<file path="config.mk">
export PLATFORM = sky130hd
export DESIGN_NAME = hw_stack_unit
export DESIGN_NICKNAME = d
export VERILOG_FILES = /design/src/rtl/mips_pkg.sv /design/src/rtl/hw_stack_mem.sv /design/src/rtl/hw_stack_unit.sv
export SDC_FILE = /design/constraint.sdc
export NUM_CORES = 1
export LEC_CHECK = 0
export ABC_AREA = 1
export BUFFER_PORTS_ARGS = -buffer_cell sky130_fd_sc_hd__buf_2
export CAP_MARGIN = 15
export CORE_MARGIN = 4
export CORE_UTILIZATION = 30
export CTS_CLUSTER_SIZE = 12
export DETAILED_ROUTE_END_ITERATION = 10
export PLACE_DENSITY = 0.58
export SYNTH_ARGS = -nofsm -noshare
export SYNTH_HDL_FRONTEND = slang
export SYNTH_SLANG_ARGS = --single-unit
export TNS_END_PERCENT = 10
</file>
<file path="constraint.sdc">
create_clock -name clk -period 3.6 [get_ports clk]
set_input_delay 0.36 -clock clk [delete_from_list [all_inputs] [get_ports clk]]
set_output_delay 0.36 -clock clk [all_outputs]
set_load 0.005 [all_outputs]
</file>
<file path="src/rtl/mips_pkg.sv">
// Shared constants and types for the MIPSCPU stack unit.
// Op encoding follows {push, pop} directly so decode is a plain cast.
package mips_pkg;

  localparam int STACK_WIDTH = 32;
  localparam int STACK_DEPTH = 16;

  typedef enum logic [1:0] {
    NOP     = 2'b00,
    POP     = 2'b01,
    PUSH    = 2'b10,
    REPLACE = 2'b11
  } stack_op_t;

  function automatic stack_op_t decode_op(input logic push, input logic pop);
    return stack_op_t'({push, pop});
  endfunction

endpackage

</file>
<file path="src/rtl/hw_stack_mem.sv">
// Stack storage: DEPTH x WIDTH, synchronous write, asynchronous read.
// Addresses are pointer-width; out-of-range reads return 0 and
// out-of-range writes are dropped, so callers may pass sp-1 when empty.
module hw_stack_mem
  import mips_pkg::*;
#(
  parameter int WIDTH = STACK_WIDTH,
  parameter int DEPTH = STACK_DEPTH,
  parameter int PTR_W = $clog2(DEPTH + 1)
) (
  input  logic             clk,
  input  logic             we,
  input  logic [PTR_W-1:0] waddr,
  input  logic [WIDTH-1:0] wdata,
  input  logic [PTR_W-1:0] raddr,
  output logic [WIDTH-1:0] rdata
);

  localparam int AW = $clog2(DEPTH);
  localparam logic [PTR_W-1:0] DEPTH_W = PTR_W'(DEPTH);

  logic [WIDTH-1:0] mem [DEPTH];

  // Single write port; contents are never cleared.
  always_ff @(posedge clk) begin
    if (we && (waddr < DEPTH_W)) begin
      mem[waddr[AW-1:0]] <= wdata;
    end
  end

  // Asynchronous read of the top-of-stack slot.
  always_comb begin
    rdata = '0;
    if (raddr < DEPTH_W) begin
      rdata = mem[raddr[AW-1:0]];
    end
  end

endmodule

</file>
<file path="src/rtl/hw_stack_unit.sv">
// Parametrised LIFO stack for MIPSCPU call/return and push/pop.
// Holds the stack pointer, sticky overflow/underflow flags and, when
// HW_STACK_WATERMARK_EN is defined, a high-water occupancy register.
// Push and pop together on a non-empty stack replace the top entry.
module hw_stack_unit
  import mips_pkg::*;
#(
  parameter  int WIDTH = STACK_WIDTH,
  parameter  int DEPTH = STACK_DEPTH,
  localparam int PTR_W = $clog2(DEPTH + 1)
) (
  input  logic             clk,
  input  logic             rst,
  input  logic             push,
  input  logic             pop,
  input  logic [WIDTH-1:0] push_data,
  input  logic             clr_flags,
  output logic [WIDTH-1:0] top,
  output logic [PTR_W-1:0] count,
  output logic             empty,
  output logic             full,
  output logic             stack_overflow,
  output logic             stack_underflow
`ifdef HW_STACK_WATERMARK_EN
  ,
  output logic [PTR_W-1:0] high_water
`endif
);

  localparam logic [PTR_W-1:0] DEPTH_W = PTR_W'(DEPTH);
  localparam logic [PTR_W-1:0] ONE_W   = PTR_W'(1);

  stack_op_t        op;
  logic [PTR_W-1:0] sp;
  logic [PTR_W-1:0] sp_m1;
  logic [PTR_W-1:0] next_sp;
  logic [PTR_W-1:0] waddr;
  logic             mem_we;
  logic             set_ovf;
  logic             set_unf;
  logic [WIDTH-1:0] rd_data;

  assign op    = decode_op(push, pop);
  assign sp_m1 = sp - ONE_W;
  assign count = sp;
  assign empty = (sp == '0);
  assign full  = (sp == DEPTH_W);
  assign top   = empty ? '0 : rd_data;

  // Decode the requested op against current occupancy into pointer/write/flag actions.
  always_comb begin
    next_sp = sp;
    waddr   = sp;
    mem_we  = 1'b0;
    set_ovf = 1'b0;
    set_unf = 1'b0;
    unique case (op)
      PUSH: begin
        if (full) begin
          set_ovf = 1'b1;
        end else begin
          mem_we  = 1'b1;
          next_sp = sp + ONE_W;
        end
      end
      POP: begin
        if (empty) begin
          set_unf = 1'b1;
        end else begin
          next_sp = sp_m1;
        end
      end
      REPLACE: begin
        // On an empty stack the pop half is refused but the push still lands.
        mem_we = 1'b1;
        if (empty) begin
          set_unf = 1'b1;
          next_sp = sp + ONE_W;
        end else begin
          waddr = sp_m1;
        end
      end
      default: begin
        next_sp = sp;
      end
    endcase
  end

  hw_stack_mem #(
    .WIDTH (WIDTH),
    .DEPTH (DEPTH),
    .PTR_W (PTR_W)
  ) u_mem (
    .clk   (clk),
    .we    (mem_we && !rst),
    .waddr (waddr),
    .wdata (push_data),
    .raddr (sp_m1),
    .rdata (rd_data)
  );

  // Pointer and sticky flags; a refusal in the same cycle beats clr_flags.
  always_ff @(posedge clk) begin
    if (rst) begin
      sp              <= '0;
      stack_overflow  <= 1'b0;
      stack_underflow <= 1'b0;
    end else begin
      sp              <= next_sp;
      stack_overflow  <= set_ovf | (stack_overflow & ~clr_flags);
      stack_underflow <= set_unf | (stack_underflow & ~clr_flags);
    end
  end

`ifdef HW_STACK_WATERMARK_EN
  // High-water mark tracks the largest occupancy since reset or clr_flags.
  always_ff @(posedge clk) begin
    if (rst) begin
      high_water <= '0;
    end else if (clr_flags) begin
      high_water <= next_sp;
    end else if (next_sp > high_water) begin
      high_water <= next_sp;
    end
  end
`else
  // No occupancy history is kept in this build.
`endif

endmodule
</file>
== Yosys cells after proc, flatten, opt, wreduce, memory -nomap -nowiden ==
Memories as Yosys holds them, arrays and structs flattened.
Index checks and enable logic that the tools add are counted.
Word-level totals
  register bits: 7
  bits in writable memories: 512
  input port bits: 37
  output and inout bits: 41
  word-level logic and storage cells: 41
  memories: 1
Operators by class
  add/sub/neg operators: 2
  $lt $le $gt $ge: 2
  equality and inequality tests: 6
  mux-type cells: 15
  bitwise gates (word level): 5
  reductions and logical operators: 7
Memories
  u_mem.mem: words 16, width 32, read ports 1, clocked after memory_dff 0, wr ports 1, RTL line hw_stack_mem.sv:22  | logic [WIDTH-1:0] mem [DEPTH];
Operator list (number)
  32-bit two-way mux: 2
  5-bit two-way mux: 4
  5-bit one-hot mux with 3 select lines: 1
  5-bit less-than comparator (second input constant): 2
  1-bit two-way mux: 7
  5-bit by 1-bit adder with 5-bit output (second input constant): 1
  5-bit == test (second input constant): 1
  5-bit logical NOT: 1
  5-bit by 1-bit subtractor with 5-bit output (second input constant): 1
  2-bit == test (second input constant): 2
  2-bit inequality test (second input constant): 2
  3-bit AND reduction: 1
  3-bit nonzero test: 1
  1-bit AND: 2
  2-bit by 1-bit == test with 1-bit output (second input constant): 1
  1-bit logical AND: 2
  1-bit bitwise OR: 2
  1-bit one-hot mux with 2 select lines: 1
  2-bit OR reduction: 1
  1-bit logical NOT: 1
  1-bit NOT: 1

== Depth between registers and ports, before layout ==
Gate-level depths: netlist (run 1).
  word-level depth: 7
  gate-level depth with buffers: 14
  depth with buffers taken out: 10

== Modules after synthesis ==
From an unflattened synthesis (run 1), not the netlist that was laid out.
Unflattened totals
  cells, all modules: 2200
  area, all modules: 22770.6 um^2
By module, submodules not included
  hw_stack_mem: times used 1, cells an instance 2029, area each 21886.0 um^2, sequential area each 15374.7 um^2
  hw_stack_unit: times used 1, cells an instance 171, area each 884.6 um^2, sequential area each 140.1 um^2

== Worst setup path after synthesis (run 1) ==
OpenSTA, ideal clock, no wires.
  path kind: reg2reg
  start point: register sp[0], in the netlist count[0]
  end point: memory u_mem.mem[4][0] in the netlist's numbering, enable pin
  setup time: 0.421 ns
  arrival time: 3.511 ns
  data required time: 3.179 ns
  setup slack: -0.332 ns
  stages on the path, launching flop included: 15
  path buffers: 5
  period minus slack after synthesis: 3.932 ns
  cells stage by stage: dfxtp_1 buf_4 inv_2 buf_2 clkbuf_1 ha_1 buf_2 xor2_1 buf_4 nand3_1 nand2_1 inv_2 nor2_1 nand2_1 nor2_1
Between the ends
  longest elaborated chain between the ends: 7
  elaborated cells on any way between the ends: 12
  those cells by class: add/sub (1); order compare (1); eq/ne (1); mux (6); reduce/logical (3)
Ends and longest elaborated chain
  start, declared: RTL line hw_stack_unit.sv:34  | logic [PTR_W-1:0] sp;
  start signal, assigned: RTL line hw_stack_unit.sv:109  | sp <= next_sp;
  5-bit by 1-bit subtractor with 5-bit output, or another cell as far along: RTL line hw_stack_unit.sv:44  | assign sp_m1 = sp - ONE_W;
  5-bit two-way mux / 1-bit two-way mux (equally long branches)
  5-bit two-way mux / 1-bit one-hot mux with 2 select lines (equally long branches): RTL line hw_stack_unit.sv:57  | unique case (op)
  5-bit less-than comparator / 1-bit logical AND (equally long branches): RTL line hw_stack_mem.sv:26, hw_stack_unit.sv:95
  1-bit logical AND: RTL line hw_stack_mem.sv:26  | if (we && (waddr < DEPTH_W)) begin
  1-bit two-way mux: RTL line hw_stack_mem.sv:26
  1-bit two-way mux (not written as such): RTL line hw_stack_mem.sv:27  | mem[waddr[AW-1:0]] <= wdata;
  end, declared: RTL line hw_stack_mem.sv:22
Parallel ways exist; a longest one is shown, timed or not.

== Worst setup path after layout (run 1) ==
  start point: register sp[1], in the netlist count[1]
  end point: output top[4]
Between the ends
  longest elaborated chain between the ends: 4
  elaborated cells on any way between the ends: 6
  those cells by class: add/sub (1); order compare (1); mux (2); reduce/logical (1); memory (1)
Ends and longest elaborated chain
  5-bit by 1-bit subtractor with 5-bit output: RTL line hw_stack_unit.sv:44
  memory read 16 x 32 bit / 5-bit less-than comparator (equally long branches)
  32-bit two-way mux: RTL line hw_stack_mem.sv:34  | if (raddr < DEPTH_W) begin
  32-bit two-way mux (*): RTL line hw_stack_unit.sv:48  | assign top = empty ? '0 : rd_data;
  end, declared: RTL line hw_stack_unit.sv:18  | output logic [WIDTH-1:0] top,
Mark *: on every way between the ends. The rest lies on a longest branch, timed or not.

==> out/metrics.sh, run 1 <==
OUTCOME='completed'
DRT_FIRST_ITER_VIOLATIONS=1305
FIN_TOTAL_PWR_uW=14600
REPORT.FINAL.SETUP_VIOL=0
PIN_COUNT_OF_THE_BIGGEST_NET_ENTERING_GLOBAL_ROUTING=163
CLOCK_SINK_COUNT=519
YS_FF_LATCH=519
STATIC_LEAKAGE_uW=0.00848
YOSYS-MUX-AREA-FRACTION=0
CTS_ROOT_BUF='sky130_fd_sc_hd__clkbuf_16'
SYNTH-SEQ-AREA-SHARE=0.739
FP.COREAREA_SQ_UM=68900
WORST_HOLD_SLACK_PS=29.6
WIRE_LENGTH_OF_THE_FIRST_GLOBAL_ROUTING_PASS_MM=81.0
YOSYSWARNINGS=0
DRV_SLEW=0
VIA_PER_INST=4.86
CLOCK_TREE.BUFFER_DEPTH=3
IO_BUFFER_COUNT=77
GRT_USE_TOTAL=0.140
SYNTH_TOP_FAMILY_BY_AREA='simple AND/OR/NAND/NOR gates'
FINAL_UTIL=0.351
CTS-BUFFERS-INSERTED=52
ROUTE.ANTENNA.REMAINING_NETS=0
MAX-CAP-VIOLATIONS=0
WORSTSKEWPAIRLATENCY_PS=610
DETAIL_ROUTE.FIRST_PASS.ITERATIONS=5
SYNTH_FP_NETS=1824
FINAL_CELL_MIX='sky130_fd_sc_hd__nand2_1, sky130_fd_sc_hd__edfxtp_1, sky130_fd_sc_hd__nand3_1, sky130_fd_sc_hd__buf_2, sky130_fd_sc_hd__a21oi_1'
MEAN_SYN_CELL_AREA_SQ_UM=11.8
FIRST_GLOBAL_VIAS=13100
SYNTH-ADDER-AREA-SHARE=0.00119
FRACTION_OF_FINAL_LAYOUT_CELLS_WITH_DRIVE_STRENGTH_GREATER_THAN_1=0.114
REQUIRED_TIME_OF_THE_CRITICAL_PATH_PS=3240
WORSTSETUPSTARTPOINTTYPE='flop'
TIMING.SLEW.HEADROOM=0.338
WORST_SETUP_PATH_END_KIND='primary output'
TRITONCTS='yes'
DIE_HEIGHT_MICRONS=273
FIN_WORST_SKEW_PS=21.5
PEAK_VDD_IR_V=0.000437
CRIT_FANOUT=162
LAYOUT-AREA-OVERHEAD-VS-SYNTH_PCT=15.3
PLACE_HPWL_MM=27.7
INITIAL_ANTENNA_VIOLATION_COUNT=4
DRC=0
SYNTH_COMPOUND_AREA_FRAC=0.0254
POWERDENSITY_nW_PER_UM2=604
LAYOUT.FILLER_CELLS=6732
SYN-INSTANCE-COUNT=1785
CHIPWIDTH_MICRONS=273
CLKSLEWWORSTSETUPHOLDPATHS_PS=60
GP_CONGESTION=0.749
SYNTHSIMPLEGATEAREAFRAC=0.206
FINAL.SETUP.TNS_PS=0
H-TREE-DEPTH=2
FLOORPLAN.ROWS=96
GRT_SETUP_UNREPAIRED='true'
PERIOD_SHARE=0.984
IO-PIN-COUNT=78
WORST_TRAN_PIN_VALUE_PS=993
FINAL-HOLD-VIOLATION-COUNT=0
OVERALL_ROUTED_NET_LENGTH_MM=53.0
AREA.SEQUENTIAL_SQ_UM=15500
INITIAL_UTILIZATION=0.305
POSTLAYOUTSETUPSLACKWORST_PS=59.3
MOSTFREQUENTLAYOUTCELL='sky130_fd_sc_hd__nand2_1'
XOR_XNOR_SHARE_OF_THE_SYNTHESIZED_AREA=0.00244
DETAILROUTE.VIA_COUNT=13600
WL_PER_CELL_MICRONS=18.9
SYN_AREA_SQ_UM=21000
MULTI_INPUT_AREA_SQ_UM=5130
GLOBALROUTEOVERFLOWTOTAL=0
CRIT_ARRIVAL_PS=3180
FINAL_PERIOD_MINUS_WORST_SETUP_SLACK_PS=3540
PLACEMENT.SETUP.WORST_SLACK_PS=603
CLOCK.FMAX_MHz=282
SYNTH.LIB_CELLS_USED.DISTINCT=24
CRITICALPATHCATEGORY='flop to primary output'
NNETSFINAL=1894
FLOORPLAN.DIE_AREA_SQ_UM=74300
HP-CLASS='input pin to flop'
[layer usage]
layer	routed length, microns	up-vias	global-route usage
li1	-	6420	-
met1	23100	6682	0.195
met2	25000	446	0.225
met3	3580	96	0.0274
met4	1330	4	0.0421
met5	21	-	0
[path summary, 6_finish.rpt]
kind	cells past startpoint	slack, ps	from	endpoint
max	9	60	count[1]	top[4]
min	2	30	rst	count[2]
max reg2reg	8	680	count[1]	u_mem.mem[7][23]
min reg2reg	2	460	stack_underflow	stack_underflow
[cell usage after synthesis]
cell | instances | area share
sky130_fd_sc_hd__nand2_1 | 597 | 0.11
sky130_fd_sc_hd__edfxtp_1 | 512 | 0.73
sky130_fd_sc_hd__nand3_1 | 361 | 0.086
sky130_fd_sc_hd__a21oi_1 | 70 | 0.017
sky130_fd_sc_hd__clkbuf_1 | 58 | 0.010
sky130_fd_sc_hd__nor2_1 | 58 | 0.010
sky130_fd_sc_hd__buf_2 | 34 | 0.0081
sky130_fd_sc_hd__o21ai_0 | 19 | 0.0045
sky130_fd_sc_hd__inv_1 | 16 | 0.0029
sky130_fd_sc_hd__o21ai_1 | 16 | 0.0038
sky130_fd_sc_hd__buf_1 | 12 | 0.0021
sky130_fd_sc_hd__dfxtp_1 | 7 | 0.0067
sky130_fd_sc_hd__buf_4 | 5 | 0.0018
sky130_fd_sc_hd__xor2_1 | 4 | 0.0017
sky130_fd_sc_hd__inv_2 | 3 | 0.00054
sky130_fd_sc_hd__nand4_1 | 3 | 0.00089
sky130_fd_sc_hd__ha_1 | 2 | 0.0012
sky130_fd_sc_hd__nand3_2 | 2 | 0.00095
sky130_fd_sc_hd__nand2_2 | 1 | 0.00030
sky130_fd_sc_hd__nor2_4 | 1 | 0.00054
sky130_fd_sc_hd__nor3_1 | 1 | 0.00024
sky130_fd_sc_hd__o21bai_1 | 1 | 0.00036
sky130_fd_sc_hd__or2_2 | 1 | 0.00030
sky130_fd_sc_hd__xnor2_2 | 1 | 0.00077
[flip-flops by register name (all words and copies together), names as in the netlist]
register,count
stack_overflow,1
count,5
u_mem.mem,512
stack_underflow,1
[final cells by class]
class / count / share of cell area
sequential: 519 / 0.641
multi-input combinational: 1139 / 0.212
clock buffer: 62 / 0.0553
tap: 931 / 0.0481
timing repair buffer: 124 / 0.0354
clock inverter: 16 / 0.00522
inverter: 19 / 0.00331
antenna: 1 / 0.000103
[where the power goes]
group          leakage, uW  internal, uW  total (uW)  switching, uW
Sequential         0.00467          6760        6800           37.6
Combinational      0.00310           905        3010           2100
Clock             0.000712          2690        4820           2130
[through the flow]
step | instances | instance area (sq um)
after floorplan | 1785 | 21000
after global placement | 2731 | 22700
after detailed placement | 2731 | 22700
after CTS | 2810 | 24200
after global routing | 2810 | 24200
final | 2811 | 24200
[kinds of logic (layout without fill, tap and decap cells)]
| group | Yosys count | count (layout) |
|---|---|---|
| AND/OR/NAND/NOR | 1025 | 1025 |
| flip-flops | 519 | 519 |
| buffers and inverters | 128 | 221 |
| AO/OA/AOI/OAI | 106 | 106 |
| XOR/XNOR | 5 | 6 |
| adder cells (fa/ha/maj) | 2 | 2 |
| other | 0 | 1 |
[critical path, stage by stage (launching register included)]
cell and delay (ps):
sky130_fd_sc_hd__dfxtp_1 400, sky130_fd_sc_hd__inv_1 150, sky130_fd_sc_hd__ha_4 330, sky130_fd_sc_hd__buf_16 440, sky130_fd_sc_hd__nand3_1 150, sky130_fd_sc_hd__nand3_1 130, sky130_fd_sc_hd__nand2_1 70, sky130_fd_sc_hd__o21ai_0 350
sky130_fd_sc_hd__nor2_1 70, sky130_fd_sc_hd__buf_2 140
[timing repair]
item	CTS	global route
pin swaps	1	0
hold buffers	0	0
gates resized for setup	1	5
cloned	1	0
buffers inserted	0	0
setup endpoints to repair	2	10
endpoints found under the hold margin	0	0
Note: power is estimated with default switching activity, not from simulation.
==> run 2: changes to the inputs <==
--- a/config.mk
+++ b/config.mk
@@ -5,10 +5,9 @@
 export SDC_FILE = /design/constraint.sdc
 export NUM_CORES = 1
 export LEC_CHECK = 0
-export ABC_AREA = 1
 export BUFFER_PORTS_ARGS = -buffer_cell sky130_fd_sc_hd__buf_2
 export CAP_MARGIN = 15
-export CORE_MARGIN = 4
+export CORE_MARGIN = 3
 export CORE_UTILIZATION = 30
 export CTS_CLUSTER_SIZE = 12
 export DETAILED_ROUTE_END_ITERATION = 10
==> out/metrics.sh, run 2 <==
IO-PIN-COUNT=78
WORST-R2R-CELL-COUNT=5
DIE_HEIGHT_MICRONS=266
GRT_USE_TOTAL=0.137
NNETSFINAL=1174
INITIAL_ANTENNA_VIOLATION_COUNT=3
PEAK_VDD_IR_V=0.000430
CHIPWIDTH_MICRONS=266
SYN_AREA_SQ_UM=20300
CRIT_ARRIVAL_PS=3160
SYNTH_TOP_FLOP_CELL='sky130_fd_sc_hd__edfxtp_1'
WORSTSKEWPAIRLATENCY_PS=590
OUTCOME='completed'
MOSTFREQUENTLAYOUTCELL='sky130_fd_sc_hd__edfxtp_1'
TIMING.CRITICAL_PATH.CELLS='clkinvlp_4 -> ha_4 -> xor2_4 -> buf_12 -> mux2_2 -> o22ai_1 -> o32ai_2 -> buf_2'
LARGEST_REGISTER_FF_COUNT=512
HP-CLASS='input pin to flop'
WORST_HOLD_PATH.ENDPOINT='stack_overflow'
CRIT_FAMILY='buffers and inverters'
MEAN_SYN_CELL_AREA_SQ_UM=20.2
CLOCK.FMAX_MHz=284
DETAIL_ROUTE.FIRST_PASS.ITERATIONS=5
CLOCK_SINK_COUNT=519
MIN_DELAY_PATH_DEPTH=3
SYNTH_TOP_CELLS_BY_AREA='sky130_fd_sc_hd__edfxtp_1, sky130_fd_sc_hd__mux4_2, sky130_fd_sc_hd__mux2_2, sky130_fd_sc_hd__mux2_1, sky130_fd_sc_hd__o22ai_1'
CTS-BUFFERS-INSERTED=53
CPMAXSTAGEDELAYCELL='sky130_fd_sc_hd__dfxtp_4'
TIMING.SLEW.HEADROOM=0.280
WORST_TRAN_PIN_VALUE_PS=1070
PERIOD_SHARE=0.978
CRIT_BUF_INV=3
TRITONCTS='yes'
CLKSLEWWORSTSETUPHOLDPATHS_PS=60
FINAL-HOLD-VIOLATION-COUNT=0
REQUIRED_TIME_OF_THE_CRITICAL_PATH_PS=3240
HOLD_PATH_STARTPOINT='clr_flags'
FIN_WORST_SKEW_PS=30.9
FINAL_UTIL=0.360
CRIT_FANOUT=63
FIRST_GLOBAL_VIAS=10600
GP_CONGESTION=0.708
YOSYS-TOP-CELLS-COUNT='sky130_fd_sc_hd__edfxtp_1, sky130_fd_sc_hd__mux2_2, sky130_fd_sc_hd__o22ai_1'
DRC=0
FP.COREAREA_SQ_UM=66500
CTS_ROOT_BUF='sky130_fd_sc_hd__clkbuf_16'
RRSETUPSLACK_PS=460
REG_TO_REG_CRITICAL_PATH_STARTPOINT='count[2]'
CLOCK_TREE.BUFFER_DEPTH=3
DRV_SLEW=0
GRT_SETUP_UNREPAIRED='true'
SYNTH_MOST_COMMON_CELL='sky130_fd_sc_hd__edfxtp_1'
FINISH.CELL_COUNT_WITHOUT_FILLERS=2033
DETAILROUTE.VIA_COUNT=10300
FINAL_PERIOD_MINUS_WORST_SETUP_SLACK_PS=3520
FLOORPLAN.ROWS=94
DRT_FIRST_ITER_VIOLATIONS=1005
INITIAL_UTILIZATION=0.306
SYNTHARSTFLOPSHARE=0
LAYOUT-AREA-OVERHEAD-VS-SYNTH_PCT=17.8
SYNTH-EDFF-COUNT=512
CRITICAL_PATH.REG2REG.ENDPOINT='u_mem.mem[15][16]'
PLACE_HPWL_MM=28.3
ROUTE.ANTENNA.REMAINING_NETS=0
STATIC_LEAKAGE_uW=0.00764
PIN_COUNT_OF_THE_BIGGEST_NET_ENTERING_GLOBAL_ROUTING=64
SYN-INSTANCE-COUNT=1005
DP_CELLS=1936
VIA_PER_INST=5.06
YS_FF_LATCH=519
H-TREE-DEPTH=2
POWERDENSITY_nW_PER_UM2=709
CRITICALPATHCATEGORY='flop to primary output'
YOSYSWARNINGS=0
FLOORPLAN.DIE_AREA_SQ_UM=70900
WL_PER_CELL_MICRONS=24.3
WORST_SETUP_PATH_END_KIND='primary output'
IO_BUFFER_COUNT=77
SYNTH_LARGEST_AREA_CELL='sky130_fd_sc_hd__edfxtp_1'
FINAL.SETUP.TNS_PS=0
WIRE_LENGTH_OF_THE_FIRST_GLOBAL_ROUTING_PASS_MM=71.6
OVERALL_ROUTED_NET_LENGTH_MM=49.4
SYNTH.LIB_CELLS_USED.DISTINCT=51
GLOBALROUTEOVERFLOWTOTAL=0
FRACTION_OF_FINAL_LAYOUT_CELLS_WITH_DRIVE_STRENGTH_GREATER_THAN_1=0.319
SYNTH-SEQ-AREA-SHARE=0.763
SYNTHDOMINANTCELLAREASHARE=0.756
FINAL_CELL_MIX='sky130_fd_sc_hd__edfxtp_1, sky130_fd_sc_hd__buf_2, sky130_fd_sc_hd__mux2_2, sky130_fd_sc_hd__o22ai_1, sky130_fd_sc_hd__mux4_2'
POSTLAYOUTSETUPSLACKWORST_PS=80.7
MAX-CAP-VIOLATIONS=0
WORSTSETUPSTARTPOINTTYPE='flop'
SYNTH_FP_NETS=1044
PLACEMENT.SETUP.WORST_SLACK_PS=324
REPORT.FINAL.SETUP_VIOL=0
CRITICAL_PATH.MAX_STAGE_DELAY_PS=400
==> run 2: cell count changes after synthesis, sizes merged, moves of 5 or more <==
| cell | change |
|---|---|
| inv | -15 |
| buf | -26 |
| a21oi | -62 |
| nor2 | -34 |
| mux4 | +64 |
| nand3 | -360 |
| o21ai | -33 |
| nand2b | +5 |
| o32ai | +32 |
| mux2 | +129 |
| mux2i | +35 |
| clkbuf | -23 |
| nand2 | -595 |
| o22ai | +65 |
==> run 2: area by class of cell <==
| type | instances | area (sq um) |
|---|---|---|
| flip-flops and latches | 519 | 15500 |
| multi-input cells | 423 | 4840 |
| diodes | 1 | 2.50 |
| fillers | 6054 | 42500 |
| clock inverters | 15 | 125 |
| well taps | 864 | 1080 |
| repair buffers | 134 | 903 |
| clock buffers | 73 | 1450 |
| inverters | 4 | 18.8 |
==> run 2: tightest hold or removal path: cells and delay by family <==
| kind | cells | cell delay (ps) |
|---|---|---|
| compound gates | 1 | 60 |
| buf+inv | 1 | 80 |
| simple gates | 1 | 90 |
==> run 2: power breakdown <==
| part | switching, uW | internal, uW |
|---|---|---|
| Clock | 2160 | 2930 |
| Sequential | 58.0 | 6830 |
| Combinational | 2830 | 2150 |
==> run 2: worst max-delay path by stage <==
stage	from	to	cells after the start
after floorplan	count[0]	u_mem.mem[5][0]	10
after global placement	count[0]	top[12]	7
after detailed placement	count[0]	top[12]	7
after CTS	count[0]	top[10]	7
after global routing	count[0]	top[10]	8
final	count[0]	top[30]	8
==> run 2: cell families after synthesis <==
group	after synthesis	synth area share
buffers and inverters	64	0.0140
and+or+nand+nor	65	0.0183
DFF	519	0.763
adders and majority gates	2	0.00123
muxes	228	0.160
xor gates and xnor gates	3	0.00129
AOI/OAI and AO/OA	124	0.0426
==> run 2: through the flow <==
stage / instance area, sq um / total power, uW / hold WS, ps
after floorplan: 20300 / 9990 / 429
after CTS: 23800 / 17000 / 16.8
after global routing: 23900 / 17700 / 49.6
after global placement: 22100 / 11700 / 461
final: 23900 / 17000 / 47.5
after detailed placement: 22100 / 11800 / 466
==> run 2: routing by layer <==
metal  vias up  wire length, microns  GRT usage
li1       4462                     -          -
met1      5447                 21100      0.181
met2       310                 24500      0.230
met3        61                  2740     0.0296
met4         2                   997     0.0344
met5         -                    12          0
==> run 2: timing repair <==
| action | in CTS | in global routing |
|---|---|---|
| pin swaps | 2 | 2 |
| endpoints found under the setup margin | 25 | 31 |
| hold buffers | 0 | 0 |
| resized for setup | 11 | 10 |
| gates cloned | 1 | 0 |
| setup buffers | 0 | 7 |
